--- src/rtl/pipelined_adder_if.sv ---
// pipelined_adder_if: operand/result valid-ready bundle for pipelined_adder.
interface pipelined_adder_if #(parameter int WIDTH = 32);
  logic             in_valid;
  logic             in_ready;
  logic [WIDTH-1:0] a;
  logic [WIDTH-1:0] b;
  logic             cin;
  logic             sub;
  logic             out_valid;
  logic             out_ready;
  logic [WIDTH-1:0] s;
  logic             cout;
  logic             ovf;
  modport master (
    output in_valid, a, b, cin, sub, out_ready,
    input  in_ready, out_valid, s, cout, ovf
  );
  modport slave (
    input  in_valid, a, b, cin, sub, out_ready,
    output in_ready, out_valid, s, cout, ovf
  );
endinterface

--- src/rtl/pipelined_adder.sv ---
// pipelined_adder: STAGES-deep sliced-carry adder/subtractor behind a valid/ready handshake.
// Define PIPELINED_ADDER_SAT_EN to clamp s to the signed range on overflow.
module pipelined_adder #(
  parameter int WIDTH  = 32,
  parameter int STAGES = 4
) (
  input logic clk,
  input logic rst_n,
  pipelined_adder_if.slave bus
);
  localparam int SW = WIDTH / STAGES;
  // x rotates right by one slice per stage: computed slices enter at the top, the
  // next a-slice to add sits at the bottom, so after STAGES stages x is the sum.
  logic [WIDTH-1:0] x_r [STAGES];
  logic [WIDTH-1:0] y_r [STAGES];
  logic             c_r [STAGES];
  logic             v_r [STAGES];
  logic             ovf_r;
  logic [WIDTH-1:0] xi  [STAGES];
  logic [WIDTH-1:0] yi  [STAGES];
  logic             ci  [STAGES];
  logic [SW:0]      sum [STAGES];
  logic [WIDTH-1:0] x_n [STAGES];
  logic [WIDTH-1:0] y_n [STAGES];
  logic             ovf_n;
  logic             adv;
  assign adv          = !v_r[STAGES-1] || bus.out_ready;
  assign bus.in_ready = adv;
  always_comb begin
    ovf_n = 1'b0;
    for (int k = 0; k < STAGES; k++) begin
      xi[k]  = k == 0 ? bus.a : x_r[k == 0 ? 0 : k - 1];
      yi[k]  = k == 0 ? bus.b ^ {WIDTH{bus.sub}} : y_r[k == 0 ? 0 : k - 1];
      ci[k]  = k == 0 ? bus.cin ^ bus.sub : c_r[k == 0 ? 0 : k - 1];
      sum[k] = {1'b0, xi[k][SW-1:0]} + {1'b0, yi[k][SW-1:0]} + {{SW{1'b0}}, ci[k]};
      x_n[k] = (xi[k] >> SW) | (WIDTH'(sum[k][SW-1:0]) << (WIDTH - SW));
      y_n[k] = yi[k] >> SW;
    end
    ovf_n = (xi[STAGES-1][SW-1] == yi[STAGES-1][SW-1]) &&
            (sum[STAGES-1][SW-1] != xi[STAGES-1][SW-1]);
  end
  always_ff @(posedge clk or negedge rst_n)
    if (!rst_n) begin
      ovf_r <= 1'b0;
      for (int k = 0; k < STAGES; k++) begin
        x_r[k] <= '0;
        y_r[k] <= '0;
        c_r[k] <= 1'b0;
        v_r[k] <= 1'b0;
      end
    end else if (adv) begin
      ovf_r <= ovf_n;
      for (int k = 0; k < STAGES; k++) begin
        x_r[k] <= x_n[k];
        y_r[k] <= y_n[k];
        c_r[k] <= sum[k][SW];
        v_r[k] <= k == 0 ? bus.in_valid : v_r[k == 0 ? 0 : k - 1];
      end
    end
  assign bus.out_valid = v_r[STAGES-1];
  assign bus.cout      = c_r[STAGES-1];
  assign bus.ovf       = ovf_r;
`ifdef PIPELINED_ADDER_SAT_EN
  // On overflow the raw MSB is the inverse of a's sign, which selects the clamp.
  assign bus.s = ovf_r ? {~x_r[STAGES-1][WIDTH-1], {(WIDTH-1){x_r[STAGES-1][WIDTH-1]}}}
                       : x_r[STAGES-1];
`else
  assign bus.s = x_r[STAGES-1];
`endif
endmodule

--- src/flat_wrapper.sv ---
// flat-port wrapper written by rule: the top's interface ports become plain ports
module pipelined_adder_flat 
#(
  parameter int WIDTH  = 32,
  parameter int STAGES = 4
)
  (clk, rst_n, bus_in_valid, bus_a, bus_b, bus_cin, bus_sub, bus_out_ready, bus_in_ready, bus_out_valid, bus_s, bus_cout, bus_ovf);
  pipelined_adder_if #(.WIDTH(WIDTH)) bus_i ();
  input logic clk;
  input logic rst_n;
  input wire logic [$bits(bus_i.in_valid)-1:0] bus_in_valid;
  input wire logic [$bits(bus_i.a)-1:0] bus_a;
  input wire logic [$bits(bus_i.b)-1:0] bus_b;
  input wire logic [$bits(bus_i.cin)-1:0] bus_cin;
  input wire logic [$bits(bus_i.sub)-1:0] bus_sub;
  input wire logic [$bits(bus_i.out_ready)-1:0] bus_out_ready;
  output wire logic [$bits(bus_i.in_ready)-1:0] bus_in_ready;
  output wire logic [$bits(bus_i.out_valid)-1:0] bus_out_valid;
  output wire logic [$bits(bus_i.s)-1:0] bus_s;
  output wire logic [$bits(bus_i.cout)-1:0] bus_cout;
  output wire logic [$bits(bus_i.ovf)-1:0] bus_ovf;
  assign bus_i.in_valid = bus_in_valid;
  assign bus_i.a = bus_a;
  assign bus_i.b = bus_b;
  assign bus_i.cin = bus_cin;
  assign bus_i.sub = bus_sub;
  assign bus_i.out_ready = bus_out_ready;
  assign bus_in_ready = bus_i.in_ready;
  assign bus_out_valid = bus_i.out_valid;
  assign bus_s = bus_i.s;
  assign bus_cout = bus_i.cout;
  assign bus_ovf = bus_i.ovf;
  pipelined_adder #(.WIDTH(WIDTH), .STAGES(STAGES)) u_core (.clk(clk), .rst_n(rst_n), .bus(bus_i));
endmodule
--- config.mk ---
export PLATFORM = sky130hd
export DESIGN_NAME = pipelined_adder_flat
export DESIGN_NICKNAME = d
export VERILOG_FILES = /design/src/rtl/pipelined_adder_if.sv /design/src/rtl/pipelined_adder.sv /design/src/flat_wrapper.sv
export SDC_FILE = /design/constraint.sdc
export NUM_CORES = 1
export LEC_CHECK = 0
export BUFFER_PORTS_ARGS = -buffer_cell sky130_fd_sc_hd__buf_2
export CAP_MARGIN = 40
export CORE_UTILIZATION = 53
export DETAILED_ROUTE_END_ITERATION = 8
export GPL_TIMING_DRIVEN = 0
export PLACE_DENSITY = 0.84
export SYNTH_ARGS = -nofsm -noshare
export SYNTH_HDL_FRONTEND = slang
export SYNTH_SLANG_ARGS = --single-unit
--- constraint.sdc ---
create_clock -name clk -period 2.15 [get_ports clk]
set_input_delay 0.215 -clock clk [delete_from_list [all_inputs] [get_ports clk]]
set_output_delay 0.215 -clock clk [all_outputs]
set_load 0.1 [all_outputs]
# After elaboration in Yosys (flattened, before gate mapping)
# Cells that the tools add are included.
[op_classes] add_sub_neg=8 eq_ne=2 bitwise=6 reduce_logical=3
[ops] op="$or 24x32->32" count=4
[ops] op="$add 8x8->9" count=4
[ops] op="$add 9x1->9" count=4
[ops] op="$xor 32x32->32" count=1
[ops] op="$eq 1x1->1" count=1
[ops] op="$logic_and 1x1->1" count=1
[ops] op="$logic_not 1->1" count=1
[ops] op="$logic_or 1x1->1" count=1
[ops] op="$ne 1x1->1" count=1
[ops] op="$xor 1x1->1" count=1
[totals] ff_bits=185 input_bits=70 elab_cells=35

# Depth between registers and ports, before layout
[depth] depth_word=4 mapped_depth=11 depth_no_buf=9

# Least setup slack after synthesis
# Ideal clock, no wire load.
[synth_path] path_type="reg-to-reg" start="register u_core.v_r (netlist bit u_core.bus.out_valid)" end="register u_core.x_r[121] (netlist name)" setup_time_ns=0.178 arrival_time_ns=2.392 setup_slack_ns=-0.420 stages_incl_launch_ff=6 path_cell_list="dfrtp_1 -> nor2b_1 -> buf_2 -> clkinv_1 -> clkbuf_1 -> a21oi_1"
[synth_between] elab_chain_len=2
[synth_lines] element="from (decl)" line_no="pipelined_adder.sv:17" text="logic v_r [STAGES];"
[synth_lines] element="from (signal, indexed assignment)" line_no="pipelined_adder.sv:57" text="v_r[k] <= k == 0 ? bus.in_valid : v_r[k == 0 ? 0 : k - 1];"
[synth_lines] element="$logic_not 1->1" line_no="pipelined_adder.sv:27" text="assign adv = !v_r[STAGES-1] || bus.out_ready;"
[synth_lines] element="$logic_or 1x1->1" line_no="pipelined_adder.sv:27"
[synth_lines] element="named net bus_in_ready" line_no="flat_wrapper.sv:17" text="output wire logic [$bits(bus_i.in_ready)-1:0] bus_in_ready;"
[synth_lines] element="to (signal, indexed assignment)" line_no="pipelined_adder.sv:54" text="x_r[k] <= x_n[k];"
[synth_lines] element="to (decl)" line_no="pipelined_adder.sv:14" text="logic [WIDTH-1:0] x_r [STAGES];"
# The timed path passes the listed nets, and every way through them passes these cells.
# A chain may end at the register's enable or synchronous reset.

# Final worst setup path
[layout_path] start="register u_core.c_r[3] (netlist name)" end="register u_core.x_r[94] (netlist name)"
[layout_between] elab_chain_len=2
[layout_lines] element="from (decl)" line_no="pipelined_adder.sv:16" text="logic c_r [STAGES];"
[layout_lines] element="from (signal, indexed assignment)" line_no="pipelined_adder.sv:56" text="c_r[k] <= sum[k][SW];"
[layout_lines] element="$add 9x1->9" line_no="pipelined_adder.sv:35" text="sum[k] = {1'b0, xi[k][SW-1:0]} + {1'b0, yi[k][SW-1:0]} + {{SW{1'b0}}, ci[k]};"
[layout_lines] element="$or 24x32->32" line_no="pipelined_adder.sv:36" text="x_n[k] = (xi[k] >> SW) | (WIDTH'(sum[k][SW-1:0]) << (WIDTH - SW));"
# No other way between the ends.

==> results.md <==
- Status: completed
- Die Ht: 129 um
- Largest net degree at the start of global routing: between 90 and 100
- Complex-gate fraction of the synthesized area: 0.0753
- Max H-tree Level: 4
- Largest fanout on the critical path: 3
- Pleak: about 5.3 nW
- 1st-iter DRT viols: 520
- Cell Chain, Critical Path: fa_2 -> fa_2 -> a21oi_2 -> o211ai_1 -> a21oi_2 -> xor2_1 -> o21ai_0
- Most frequent cell after synthesis: nand2_1
- Initial Util: 0.541
- Die ar.: approximately 17000 um2
- RSZ-0062 raised after global routing: true
- Area leader, netlist: dfrtp_1
- Drt total wl: a little under 20 mm
- Share of the synthesized area in the top cell type: 0.541
- Post-synth EDFFs: 0
- Adder-cell share of the synthesized area: 0.0596
- Sequential fraction of the synthesis area: 0.541
- Max Slew Vio Count: 0
- Final hold viol count: 0
- Inserted Clock Buffers: 17
- Setup violators final: 0
- Diodes inserted: 0
- Worst EP arrival: roughly 2400 ps
- Ys flop type: dfrtp_1
- Global-route usage over all layers: 0.260
- Final antenna-violating net count: 0
- Die Span X: about 130 um
- Vias: between 6000 and 7000
- Initial antenna violation count: 0
- Max-cap viol count: 0
- Post-Place Setup Slack: -230 ps
- First-pass GRT wire length: ~33 mm
- Crit Path Category: reg2reg
- Clk pin slew, worst setup/hold paths: 60 ps
- Yosys cell types: 29
- Final Skew: about 7.4 ps
- Worst slew pin tran: ~700 ps
- Gr ovfl total: 0
- Ports: approximately 110
- Flops & latches, synth: between 150 and 200
- CTS tree: done
- Worst path max stage delay: about 450 ps
- CTS max path bufs: 2
- Met3 Wirelength: ~1.1 mm
- Overall Power: between 15 and 20 mW
- Post-synthesis mux area share: 0
- Setup TNS: 0 ps
- Gate count of the mapped netlist: 952
- Final worst slack: 56.8 ps
- Vias per cell: 5.08
- Max Freq: about 480 MHz
- Period Utilization, post-route: 0.974
- Metal-1 WL: ~8.4 mm
- Syn Std Cell Area: 8560 um2
- IO Port Bufs: around 100
- Hold WC Path Type: in2reg
- Syn. warnings: 0
- Largest family of logic cells by synthesized area: simple AND/OR/NAND/NOR gates
- Worst-skew pair later-pin latency: 430 ps
- Synthesis-to-layout area growth: 20.6%
- Nets: between 1000 and 1500
- Setup crit end kind: flip-flop
- Post-DR wirelength/cell: 14.7 um
- Core Util, Final: 0.652
- Period minus WS final: approximately 2100 ps
- PwrDens: roughly 1700 nW/um2
- Routed wl met2: between 9 and 10 mm
- Relative slew slack: 0.533
- Xor/xnor share of the synthesized area: 0.0522
- Top sig layer: met4
- WP data required: between 2000 and 2500 ps
- Core area: around 16000 um2
- GP Congestion: around 0.9
- Ys async rst share: 1.00
- Top post-synthesis cells by count: nand2_1 (440), dfrtp_1 (185), o21ai_0 (59), buf_4 (32), xnor2_1 (29)
- Post-Synth Simple-Gate Area: 0.216
- CTS Root Cell: clkbuf_16
- DRC Markers: 0
- Top cells by area, synth: dfrtp_1 (54%), nand2_1 (19%), ha_1 (4.1%)
- DP HPWL: roughly 14 mm
- Vias in the first global route: about 6600
- Number of core rows: between 40 and 50
- Maximum VDD drop: ~0.0009 V
- Clock sink count: between 150 and 200
- CP max stage cell: dfrtp_2
- Syn nets: 1058
- Final hold slack: 6.70 ps
- Layout cells sized above 1: 0.191
- Crit start category: flip-flop
- DRT Pass-1 Iters: 5
- Avg Cell Area, Syn: between 8 and 9 um2
-- cell usage in the layout (no fill, tap or decap), types with 21 or more instances in the layout --
cell / Yosys / routed
dfrtp_1: 185 / 183
dlygate4sd3_1: 0 / 23
nand2_1: 440 / 440
xor2_1: 22 / 21
o21ai_0: 59 / 56
xnor2_1: 29 / 29
ha_1: 28 / 28
buf_2: 22 / 123
buf_4: 32 / 35
clkbuf_1: 20 / 21
-- routing by layer --
metal	track usage	vias up
met5	0	-
met4	0.0969	0
met3	0.0421	33
met2	0.432	211
met1	0.345	3213
li1	-	3286
-- per-stage QoR --
stage | std cells | area, um2
global placement | 1272 | 9390
floorplan | 952 | 8590
detailed placement | 1273 | 9420
global route | 1328 | 10300
finish | 1328 | 10300
CTS | 1327 | 10300
-- registers in the layout, indices dropped and copies added, names as in the netlist --
| name | flops |
|---|---|
| u_core.x_r | 96 |
| u_core.bus.s | 32 |
| u_core.y_n | 24 |
| u_core.y_r | 24 |
| u_core.c_r | 3 |
| u_core.v_r | 3 |
| u_core.bus.cout | 1 |
| u_core.bus.out_valid | 1 |
| u_core.bus.ovf | 1 |
-- layout make-up --
class | count | area [um2]
clock inverters | 8 | 120
well taps | 216 | 270
fillers | 1250 | 5510
clock buffers | 22 | 474
repair buffers | 130 | 806
plain buffers | 77 | 458
inverters | 12 | 45.0
multi-input cells | 678 | 3520
flip-flops and latches | 185 | 4630
-- path summary, 6_finish.rpt --
path | from | to | slack (ps) | cells after the start
worst max-delay path | u_core.c_r[3]$_DFFE_PN0P_ | u_core.x_r[94]$_DFFE_PN0P_ | 60 | 7
worst min-delay path | bus_a[24] | u_core.x_r[112]$_DFFE_PN0P_ | 7 | 3
min in group asynchronous | rst_n | u_core.bus.s[1]$_DFFE_PN0P_ | 380 | 2
max in group asynchronous | rst_n | u_core.bus.out_valid$_DFFE_PN0P_ | 870 | 3
worst min register to register | u_core.bus.s[4]$_DFFE_PN0P_ | u_core.bus.s[4]$_DFFE_PN0P_ | 460 | 2
worst max register to register | u_core.c_r[3]$_DFFE_PN0P_ | u_core.x_r[94]$_DFFE_PN0P_ | 60 | 7
-- critical path: cells and delay by family, from the launching register on --
family	cells	cell delay, ps
AO/OA/AOI/OAI	4	560
XOR/XNOR	1	170
adder cells (fa/ha/maj)	2	770
flip-flops	1	450
-- timing repair --
action | CTS | global route
resized for setup | 14 | 6
buffers inserted | 1 | 1
pin swaps | 3 | 4
setup endpoints to repair | 10 | 8
hold buffers | 23 | 0
endpoints found under the hold margin | 116 | 0
-- cells by family (layout without fill, tap and decap cells) --
logic type,Yosys count,count (layout)
and+or+nand+nor,480,480
adders and majority gates,36,36
DFF,185,185
buffers and inverters,89,249
xor gates and xnor gates,51,51
AOI/OAI and AO/OA,111,111
-- where the power goes --
part / switching [mW] / internal (mW) / total [mW]
registers: 1.02 / 5.04 / 6.06
logic: 5.75 / 2.64 / 8.39
clock network: 1.26 / 1.90 / 3.16
Power figures use the tool's default switching activity.
